File: src/rtl/channel_deinterleaver_pkg.sv
// Shared dataflow constants for the channel interleaver/deinterleaver pair,
// so both ends agree on group size and channel ordering.
package channel_deinterleaver_pkg;

    localparam int DEFAULT_DATA_WIDTH = 16;
    localparam int NUM_CHANNELS       = 4;
    localparam int CH_IDX_W           = $clog2(NUM_CHANNELS);

    typedef logic [CH_IDX_W-1:0] ch_idx_t;

    localparam ch_idx_t FIRST_CH = '0;
    localparam ch_idx_t LAST_CH  = ch_idx_t'(NUM_CHANNELS - 1);

    // Slot that follows idx in the ch0..ch3 rotation.
    function automatic ch_idx_t next_ch(input ch_idx_t idx);
        return (idx == LAST_CH) ? FIRST_CH : ch_idx_t'(idx + ch_idx_t'(1));
    endfunction

endpackage

File: src/rtl/channel_deinterleaver_if.sv
// Serialized input stream and parallel group output of the deinterleaver.
// Both sides use valid/ready: a transfer happens on a rising clk edge where
// valid && ready; the sender holds its payload stable until that edge.
interface channel_deinterleaver_if #(
    parameter int DATA_WIDTH = channel_deinterleaver_pkg::DEFAULT_DATA_WIDTH
);
    logic [DATA_WIDTH-1:0] in_data;
    logic                  in_first;
    logic                  in_valid;
    logic                  in_ready;

    logic [DATA_WIDTH-1:0] out_ch0;
    logic [DATA_WIDTH-1:0] out_ch1;
    logic [DATA_WIDTH-1:0] out_ch2;
    logic [DATA_WIDTH-1:0] out_ch3;
    logic                  out_valid;
    logic                  out_ready;
    logic                  out_desync;

    modport master (
        output in_data, in_first, in_valid, out_ready,
        input  in_ready, out_ch0, out_ch1, out_ch2, out_ch3, out_valid, out_desync
    );

    modport slave (
        input  in_data, in_first, in_valid, out_ready,
        output in_ready, out_ch0, out_ch1, out_ch2, out_ch3, out_valid, out_desync
    );

endinterface

File: src/rtl/channel_deinterleaver.sv
// Reassembles a ch0..ch3 serialized word stream into parallel channel groups,
// using a collection register plus an output holding register as a double buffer.
module channel_deinterleaver
    import channel_deinterleaver_pkg::*;
#(
    parameter int DATA_WIDTH = DEFAULT_DATA_WIDTH
) (
    input  logic                    clk,
    input  logic                    rst_n,
    channel_deinterleaver_if.slave  bus
);

    logic [DATA_WIDTH-1:0] col [NUM_CHANNELS-1];
    ch_idx_t               idx;

    logic [DATA_WIDTH-1:0] out_ch0_q;
    logic [DATA_WIDTH-1:0] out_ch1_q;
    logic [DATA_WIDTH-1:0] out_ch2_q;
    logic [DATA_WIDTH-1:0] out_ch3_q;
    logic                  out_valid_q;
    logic                  out_desync_q;

    logic accept_in;
    logic drain_out;
    logic realign;
    logic complete;
    logic in_ready_c;

    // Only the group-completing word can stall: it needs the holding register,
    // which must be empty or emptying this very cycle.
    assign in_ready_c = (idx != LAST_CH) || !out_valid_q || bus.out_ready;
    assign accept_in  = bus.in_valid && in_ready_c;
    assign drain_out  = out_valid_q && bus.out_ready;
    assign realign    = accept_in && bus.in_first && (idx != FIRST_CH);
    assign complete   = accept_in && !realign && (idx == LAST_CH);

    always_ff @(posedge clk or negedge rst_n) begin
        if (!rst_n) begin
            for (int i = 0; i < NUM_CHANNELS - 1; i++) begin
                col[i] <= '0;
            end
            idx          <= FIRST_CH;
            out_ch0_q    <= '0;
            out_ch1_q    <= '0;
            out_ch2_q    <= '0;
            out_ch3_q    <= '0;
            out_valid_q  <= 1'b0;
            out_desync_q <= 1'b0;
        end else begin
            out_desync_q <= realign;

            if (drain_out) begin
                out_valid_q <= 1'b0;
            end

            if (realign) begin
                // A mid-group marker restarts collection; the partial group is dropped.
                col[0] <= bus.in_data;
                idx    <= ch_idx_t'(1);
            end else if (complete) begin
                out_ch0_q   <= col[0];
                out_ch1_q   <= col[1];
                out_ch2_q   <= col[2];
                out_ch3_q   <= bus.in_data;
                out_valid_q <= 1'b1;
                idx         <= FIRST_CH;
            end else if (accept_in) begin
                for (int i = 0; i < NUM_CHANNELS - 1; i++) begin
                    if (idx == ch_idx_t'(i)) begin
                        col[i] <= bus.in_data;
                    end
                end
                idx <= next_ch(idx);
            end
        end
    end

    assign bus.in_ready   = in_ready_c;
    assign bus.out_ch0    = out_ch0_q;
    assign bus.out_ch1    = out_ch1_q;
    assign bus.out_ch2    = out_ch2_q;
    assign bus.out_ch3    = out_ch3_q;
    assign bus.out_valid  = out_valid_q;
    assign bus.out_desync = out_desync_q;

endmodule

File: src/flat_wrapper.sv
// flat-port wrapper written by rule: the top's interface ports become plain ports
module channel_deinterleaver_flat import channel_deinterleaver_pkg::*;
#(
    parameter int DATA_WIDTH = DEFAULT_DATA_WIDTH
)
  (clk, rst_n, bus_in_data, bus_in_first, bus_in_valid, bus_out_ready, bus_in_ready, bus_out_ch0, bus_out_ch1, bus_out_ch2, bus_out_ch3, bus_out_valid, bus_out_desync);
  channel_deinterleaver_if #(.DATA_WIDTH(DATA_WIDTH)) bus_i ();
  input  logic clk;
  input  logic rst_n;
  input wire logic [$bits(bus_i.in_data)-1:0] bus_in_data;
  input wire logic [$bits(bus_i.in_first)-1:0] bus_in_first;
  input wire logic [$bits(bus_i.in_valid)-1:0] bus_in_valid;
  input wire logic [$bits(bus_i.out_ready)-1:0] bus_out_ready;
  output wire logic [$bits(bus_i.in_ready)-1:0] bus_in_ready;
  output wire logic [$bits(bus_i.out_ch0)-1:0] bus_out_ch0;
  output wire logic [$bits(bus_i.out_ch1)-1:0] bus_out_ch1;
  output wire logic [$bits(bus_i.out_ch2)-1:0] bus_out_ch2;
  output wire logic [$bits(bus_i.out_ch3)-1:0] bus_out_ch3;
  output wire logic [$bits(bus_i.out_valid)-1:0] bus_out_valid;
  output wire logic [$bits(bus_i.out_desync)-1:0] bus_out_desync;
  assign bus_i.in_data = bus_in_data;
  assign bus_i.in_first = bus_in_first;
  assign bus_i.in_valid = bus_in_valid;
  assign bus_i.out_ready = bus_out_ready;
  assign bus_in_ready = bus_i.in_ready;
  assign bus_out_ch0 = bus_i.out_ch0;
  assign bus_out_ch1 = bus_i.out_ch1;
  assign bus_out_ch2 = bus_i.out_ch2;
  assign bus_out_ch3 = bus_i.out_ch3;
  assign bus_out_valid = bus_i.out_valid;
  assign bus_out_desync = bus_i.out_desync;
  channel_deinterleaver #(.DATA_WIDTH(DATA_WIDTH)) u_core (.clk(clk), .rst_n(rst_n), .bus(bus_i));
endmodule
File: config.mk
export PLATFORM = sky130hd
export DESIGN_NAME = channel_deinterleaver_flat
export DESIGN_NICKNAME = d
export VERILOG_FILES = /design/src/rtl/channel_deinterleaver_pkg.sv /design/src/rtl/channel_deinterleaver_if.sv /design/src/rtl/channel_deinterleaver.sv /design/src/flat_wrapper.sv
export SDC_FILE = /design/constraint.sdc
export NUM_CORES = 1
export LEC_CHECK = 0
export BUFFER_PORTS_ARGS = -buffer_cell sky130_fd_sc_hd__buf_2
export CAP_MARGIN = 20
export CORE_MARGIN = 5
export CORE_UTILIZATION = 50
export DETAILED_ROUTE_END_ITERATION = 12
export GPL_TIMING_DRIVEN = 0
export PLACE_DENSITY = 0.82
export SLEW_MARGIN = 10
export SYNTH_ARGS = -nofsm -noshare
export SYNTH_HDL_FRONTEND = slang
export SYNTH_SLANG_ARGS = --single-unit
File: constraint.sdc
create_clock -name clk -period 1.85 [get_ports clk]
set_input_delay 0.0925 -clock clk [delete_from_list [all_inputs] [get_ports clk]]
set_output_delay 0.0925 -clock clk [all_outputs]
set_load 0.005 [all_outputs]
==> impl.org, run 1 <==
** Run status
- The flow ran to the end, and the final reports show no timing, DRC or antenna violations.

** Clocking
- The later pin in the worst-skew pair is clocked with a latency of 500 ps.
- TritonCTS built the clock tree.
- Number of sinks handled by clock tree synthesis :: 116
- Clock Tree Root :: clkbuf_8
- The H-tree was split into 4 levels.
- Num CTS Buffers :: 17
- The longest clock path from root to sink contains 2 buffers.
- Clock-pin slew was measured on the worst setup and hold paths at 60 ps.

** Finish
- The layout has 632 filler cells.
- In the final layout, flip-flops and latches occupy 2900 sq um.
- The area growth from synthesis to layout is 31.5%.
- Of the cells placed in the final design, the portion with a size suffix greater than 1 is 61.1%.
- Layout Cells excl Fill :: 553
- Once layout is done, the placed cells without fillers occupy 6290 sq um.
- Net count reported at finish :: 437
- Most common cell after layout, fill and taps aside :: dfrtp_1
- Most used cells in the layout excluding fill and tap cells :: dfrtp_1 (116), buf_2 (87), mux2_2 (64)
- The number of antenna diodes in the final layout is 0.
- Multi-input combinational cell area :: 1800 sq um

** Synth
- Adder-cell share of the synthesized area :: 1.05%
- Basic-gate share of the synthesized area counting and, or, nand and nor cells :: 4.45%
- After Yosys synthesis, XOR and XNOR cells account for 0% of the synthesized area.
- Most used flip-flop cell after synthesis :: dfrtp_1
- After synthesis, the largest family of logic cells by area is multiplexers.
- Number of warning messages in the yosys log :: 0
- Synth Instances :: 282
- Syn avg cell area :: 17.0 sq um
- Yosys reg bits :: 116
- Number of nets produced by synthesis :: 307
- The synthesized netlist devotes 0.759% of its cell area to compound gates.
- Number of flops mapped to enable cells by yosys :: 0
- The cell area that synthesis handed to floorplanning was 4780 sq um.
- After synthesis, the share of cell area in mux cells is 30.4%.
- Counting flops with an async set or reset pin after synthesis yields a share of 100%.
- Share of synthesized area occupied by flip-flops and latches :: 60.7%
- Yosys mapped the design onto 19 distinct sky130hd cell types.

** Worst setup path
- Class of the most critical setup path :: register to register
- Cell repeated most along the worst path :: buf_6
- Slowest CP cell :: dfrtp_1
- Data arrives at the worst endpoint at 2200 ps.
- STA puts the critical path data required time at 2230 ps.
- The signal on the critical path passes through inv_2 > ha_2 > nand2b_4 > buf_6 > nand4_4 > buf_8 > buf_6 > mux2_4.
- Kind of end point of the critical path :: register
- Of all nets on the critical path, the largest fanout is 10.
- Delay contributed by the slowest stage of the critical path :: 410 ps
- R2R Setup Slk :: 40 ps
- STA classifies the critical path startpoint as a register.

** Timing
- The number of hold violations in the final report is 0.
- Setup violations remaining at the end of the flow were counted as 0.
- Fmax :: 0.552 GHz
- Least-Margin Pin Slew :: 442 ps
- Clock skew on the completed layout was measured at 7.55 ps.
- Min Clock Period, post-route :: 1810 ps
- Worst relative slew slack :: 70.5%
- After layout, the worst path uses 98.0% of the clock period.
- The number of pins exceeding their max-slew limit in the final report was 0.
- Adding up every negative setup slack in the final design gives 0 ps.

** Routing
- Total number of vias :: 2778
- After detailed routing, the number of remaining DRC violations is 0.
- Dividing the detail-routed via count by the number of cells gives 5.02.
- Average detailed-routed wire length per instance :: 18.1 microns
- Detailed-routing iteration count for the pre-antenna-repair pass :: 4
- After detailed routing, the total wire length is 10000 microns.
- The detail route stage leaves a number of antenna-violating nets equal to 0.
- Count of routing violations after the opening detailed-route iteration :: 105

** Floorplan
- The floorplan step defined a die boundary enclosing 11600 sq um.
- Starting utilization of the core area :: 51.5%
- Measured along the x axis, the die boundary spans 108 microns.
- The die is 108 microns tall.
- The floorplan has 35 rows.
- Ports placed on the boundary :: 88
- Core outline area :: 9280 sq um

** Global route
- In the global route stage, overall resource usage came out at 18.6%.
- Total grt overflow :: 0
- The number of antenna violations at the first check in global routing is 0.
- Entering global routing, the biggest net connects 92 pins.
- The via count of the first global-routing pass came to 3091.
- The first global-routing pass estimated 16400 microns of wire.

** Power and ir drop
- Static power due to leakage :: 3.27 nW
- Power density over the cells :: 1720 nW/um^2
- Peak supply drop :: 0.000799 V
- Total power for the finished layout comes to 10.8 mW.

** Place
- Port buffering added 87 buffers.
- Routability-driven placement finished with a final weighted congestion of 0.743.
- Placed instance area :: 5410 sq um
- Instance count after placement with tap cells included :: 499
- Detailed placement ended at an HPWL of 6710 microns.

** Worst hold path
- Class of the tightest hold or removal check :: input port to async pin

** Flow run
- Max-cap violations :: 0
-- final timing paths --
check / to / cells after the start / startpoint
max in group asynchronous: u_core.bus.out_ch1[11] / 3 / rst_n
hold / removal: u_core.bus.out_ch3[1] / 2 / rst_n
setup reg to reg: u_core.bus.out_ch0[7] / 8 / u_core.idx[0]
setup / recovery: u_core.bus.out_ch0[7] / 8 / u_core.idx[0]
hold reg to reg: u_core.bus.out_ch1[7] / 1 / u_core.col[23]
min in group clk: u_core.bus.out_desync / 4 / bus_in_valid
-- cell type report --
type / count / area share [%]
Tap cell: 129 / 2.57
Inverter: 2 / 0.119
Timing Repair Buffer: 114 / 11.7
Multi-Input combinational cell: 150 / 28.7
Clock buffer: 22 / 7.52
Buffer: 11 / 1.99
Sequential cell: 116 / 46.2
Clock inverter: 9 / 1.25
-- registers in the layout, indices dropped and copies added (netlist names) --
signal,flops
u_core.bus.out_ch0,16
u_core.bus.out_ch1,16
u_core.bus.out_ch2,16
u_core.bus.out_ch3,16
u_core.bus.out_desync,1
u_core.bus.out_valid,1
u_core.col,48
u_core.idx,2
-- metal layers --
| layer | global-route usage (%) | vias to the layer above | share of wire [%] |
|---|---|---|---|
| met5 | 0 | - | 0 |
| met4 | 7.75 | 0 | 2.2 |
| met3 | 4.74 | 17 | 4.3 |
| met2 | 31.0 | 71 | 51 |
| met1 | 23.0 | 1423 | 43 |
| li1 | - | 1267 | - |
-- critical path, delay by kind of cell, from the launching register on --
family        cells  cell delay (ps)
fa+ha+maj         1              190
buf+inv           4              540
flops             1              410
simple gates      2              230
mux               1              310
-- where the power goes --
| part | switching (mW) | total [mW] | internal, mW |
|---|---|---|---|
| Combinational | 1.25 | 3.44 | 2.19 |
| Clock | 1.07 | 2.97 | 1.90 |
| Sequential | 0.652 | 4.40 | 3.75 |
-- what timing repair did --
item                                   4_1_cts  5_1_grt
setup endpoints to repair                   89      106
endpoints found under the hold margin      166        0
pin swaps                                    0        2
hold buffers                                19        0
resized for setup                            8        8
buffers inserted                             5        2
-- kinds of logic (layout without fill, tap and decap cells) --
logic type | count (synthesis) | after routing
flip-flops | 116 | 116
multiplexers | 113 | 113
AND/OR/NAND/NOR | 28 | 28
buffers and inverters | 16 | 158
AO/OA/AOI/OAI | 5 | 5
adder cells (fa/ha/maj) | 4 | 4
-- stage by stage --
step	util, %	setup WS, ps	hold WS [ps]
2_1_floorplan	-	81.2	-203
3_3_place_gp	58.0	-586	378
3_5_place_dp	58.3	-140	-29.6
4_1_cts	67.1	10.3	0.683
5_1_grt	67.7	-12.6	33.0
6_report	67.7	37.0	9.00
-- synth_stat cells, types with 2 or more instances --
library cell	count	area share [%]
mux2_4	49	15
nand4b_4	2	0.99
mux2_2	64	15
buf_2	4	0.42
dfrtp_1	116	61
o21ai_0	3	0.31
nand2_1	4	0.31
nand2b_1	2	0.26
clkbuf_1	2	0.16
ha_1	4	1.0
and3_1	16	2.1
inv_1	2	0.16
buf_6	8	1.9
No activity file was read; power rests on OpenSTA's default activity.
==> run 2: changes to the inputs <==
--- a/config.mk
+++ b/config.mk
@@ -11,7 +11,8 @@
 export CORE_UTILIZATION = 50
 export DETAILED_ROUTE_END_ITERATION = 12
 export GPL_TIMING_DRIVEN = 0
-export PLACE_DENSITY = 0.82
+export PLACE_DENSITY = 0.76
+export REMOVE_ABC_BUFFERS = 1
 export SLEW_MARGIN = 10
 export SYNTH_ARGS = -nofsm -noshare
 export SYNTH_HDL_FRONTEND = slang
==> run 2 against run 1 <==
  * Final area increased by 1.6%
  * Worst hold slack improved by 72 ps
  * Final cell count increased by 0.36%
  * Fmax about the same
  * Clock power increased by 7.4%
  * Sequential cell count unchanged
  * Clock-buffer cell count decreased by 3
  * Sequential power about the same
  * Critical path type unchanged
==> impl.org, run 2 (synthesized netlist as in run 1, its figures left out) <==
** Routing
- ANT nets after route :: 0 (unchanged)
- The routed length per instance came to 18.0 microns (was 18.1 microns).
- The via count came to 2803 (was 2778).
- The number of detailed-routing iterations run before antenna repair is 4 (unchanged).
- The number of remaining DRC errors was 0 (unchanged).
- The via density per instance was 5.05 (was 5.02).
- Count of routing violations after the opening detailed-route iteration :: 69 (was 105)
- Overall routed net length :: 10000 microns (about the same)

** Finish
- Most used cells in the layout excluding fill and tap cells :: dfrtp_1 (116), buf_2 (86), mux2_2 (64) (was dfrtp_1 (116), buf_2 (87), mux2_2 (64))
- Utilization after layout :: 68.8% (was 67.7%)
- Final design instance area without fill :: 6390 sq um (was 6290 sq um)
- The register bank with the most flops is u_core.col (unchanged).
- Number of filler instances in the final layout :: 666 (was 632)
- Final antenna diode count :: 0 (unchanged)
- Area added between synthesis and finish :: 33.6% (was 31.5%)
- The share of layout cells above drive strength 1 was 61.5% (was 61.1%).
- The net count reported at finish came to 438 (was 437).
- Most common cell after layout, fill and taps aside :: dfrtp_1 (unchanged)
- The flip-flop count of the largest register, all copies and words added was 48 (unchanged).

** Worst setup path
- Buf+Inv Stages, Crit Path :: 3 (was 4)
- Kind of end point of the critical path :: register (unchanged)
- The worst path arrival time came to 2190 ps (was 2200 ps).
- The worst setup path category is register to register (unchanged).
- The largest driver fanout on the critical path came to 7 (was 10).
- The startpoint of the worst-slack reg-to-reg timing path was u_core.idx[0] (unchanged).
- The critical path's largest stage delay came to 430 ps (was 410 ps).
- Ordered list of cells on the worst path :: inv_2 > ha_4 > nand2b_4 > buf_4 > o21ai_4 > buf_4 > and3_1 > mux2_2 (was inv_2 > ha_2 > nand2b_4 > buf_6 > nand4_4 > buf_8 > buf_6 > mux2_4)
- The setup slack on the worst flop-to-flop path was 40 ps (about the same).
- The kind of cell adding the most delay to the critical path is flip-flops (was buffers and inverters).
- The cell count of the worst reg-to-reg path is 8 (unchanged).
- Cell repeated most along the worst path :: buf_4 (was buf_6)
- Instance count on the critical path :: 8 (unchanged)
- The data required time of the worst path was 2230 ps (about the same).
- Slowest CP cell :: dfrtp_1 (unchanged)
- The reg-to-reg critical path endpoint is u_core.col[33] (was u_core.bus.out_ch0[7]).
- Worst Setup Start Kind :: register (unchanged)

** Global route
- Vias in the first global route :: 3099 (was 3091)
- Pin count of the biggest net entering global routing :: 62 (was 92)
- The number of antenna violations at the first check in global routing was 0 (unchanged).
- Overall Global Routing Usage :: 18.5% (was 18.6%)
- The global-route wire length before repair was 16400 microns (about the same).
- Total grt overflow :: 0 (unchanged)

** Worst hold path
- Endpoint with the worst hold slack :: u_core.bus.out_desync
- The worst min-delay path category is input port to register (was input port to async pin).
- Number of cells on the worst hold path :: 4
- Startpoint of the most critical hold path :: bus_in_first

** Floorplan
- The area enclosed by the die boundary came to 11600 sq um (unchanged).
- Core outline area :: 9280 sq um (unchanged)
- Rows :: 35 (unchanged)
- The die height came to 108 microns (unchanged).
- The effective utilization at floorplan was 51.5% (unchanged).
- The overall die width came to 108 microns (unchanged).
- Ports placed on the boundary :: 88 (unchanged)

** Timing
- The clock skew after layout is 5.56 ps (was 7.55 ps).
- Min Clock Period, post-route :: 1810 ps (about the same)
- The pin slew with the least headroom to its limit came to 531 ps (was 442 ps).
- Fmax :: 0.552 GHz (about the same)
- Final setup violation count :: 0 (unchanged)
- The number of pins exceeding their max-slew limit in the final report was 0 (unchanged).
- The worst setup slack after layout came to 38.8 ps (was 37.0 ps).
- The number of hold violations in the final report was 0 (unchanged).
- The max-slew headroom at the worst pin came to 64.6% (was 70.5%).
- Setup repair after global routing could not meet its margin everywhere.
- Fraction of the cycle the final worst path needs :: 97.9% (was 98.0%)

** Place
- The final HPWL from detailed placement is 5700 microns (was 6710 microns).
- Placement Setup Slack :: -565 ps (was -140 ps)
- PortBufs :: 87 (unchanged)
- The area of placed instances was 5350 sq um (was 5410 sq um).
- The weighted congestion at the end of routability-driven global placement is 0.706 (was 0.743).

** Power and ir drop
- The power per cell area is 1740 nW/um^2 (was 1720 nW/um^2).
- The reported leakage power came to 3.31 nW (was 3.27 nW).
- Peak supply drop :: 0.00105 V (was 0.000799 V)

** Run status
- Result of the run: completed (unchanged).

** Clocking
- Num CTS Buffers :: 17 (unchanged)
- The CTS sink count came to 116 (unchanged).
- Clock Tree Root :: clkbuf_8 (unchanged)
- Clock latency on the worst-skew pair :: 490 ps (was 500 ps)
- The number of buffers on the longest clock path was 2 (unchanged).
- Clock tree from TritonCTS :: yes (unchanged)
- The total number of H-tree levels is 4 (unchanged).
- The clock transition at the register clock pins on the worst setup and hold paths after CTS came to 60 ps (about the same).

** Flow run
- Max-cap violations :: 0 (unchanged)
[run 2: repair_timing]
action / CTS / global route
endpoints found under the setup margin: 113 / 86
endpoints found under the hold margin: 128 / 0
gates resized for setup: 8 / 6
pin swaps: 3 / 2
cloned: 2 / 0
hold buffers: 18 / 0
setup buffers: 12 / 4
[run 2: tightest hold or removal path, delay by kind of cell]
family                 cells  cell delay (ps)
buffers and inverters      2              280
and+or+nand+nor            2              160
[run 2: through the flow]
step	TNS (ps)	std cells	hold slack [ps]	total power [mW]
2_1_floorplan	-113620	268	-203	6.35
3_3_place_gp	-252830	484	369	7.44
3_5_place_dp	-46400	487	84.0	7.58
4_1_cts	0	551	37.7	11.1
5_1_grt	-771	555	84.4	11.7
6_report	0	555	81.2	11.1
[run 2: layer usage]
layer / vias up / part of all wire (%) / track usage, %
li1: 1272 / - / -
met1: 1454 / 42 / 21.9
met2: 67 / 53 / 32.5
met3: 10 / 4.3 / 4.80
met4: 0 / 0.98 / 6.13
met5: - / 0 / 0
[run 2: worst max-delay path by stage]
| stage | startpoint | endpoint |
|---|---|---|
| 2_1_floorplan | u_core.idx[0] | u_core.bus.out_ch1[10] |
| 3_3_place_gp | u_core.idx[0] | u_core.bus.out_ch1[14] |
| 5_1_grt | u_core.idx[0] | u_core.bus.out_ch2[7] |
| 6_report | u_core.idx[0] | u_core.col[33] |
| 3_5_place_dp | u_core.idx[0] | u_core.bus.out_ch1[6] |
| 4_1_cts | u_core.idx[0] | u_core.bus.out_ch0[9] |
[run 2: where the power goes]
group          total (mW)  internal, mW  switching [mW]  leakage, nW
sequential           4.40          3.75           0.653         1.45
combinational        3.51          2.26            1.24         1.59
clock                3.19          2.05            1.14        0.278
total                11.1          8.06            3.04         3.31
[run 2: area by class of cell]
type	count	area [sq um]	share of cell area, %
multi-input combinational	150	1800	28.2
tap	129	161	2.53
sequential	116	2900	45.4
clock inverter	13	159	2.49
timing repair buffer	126	935	14.6
clock buffer	19	422	6.60
inverter	2	7.51	0.117
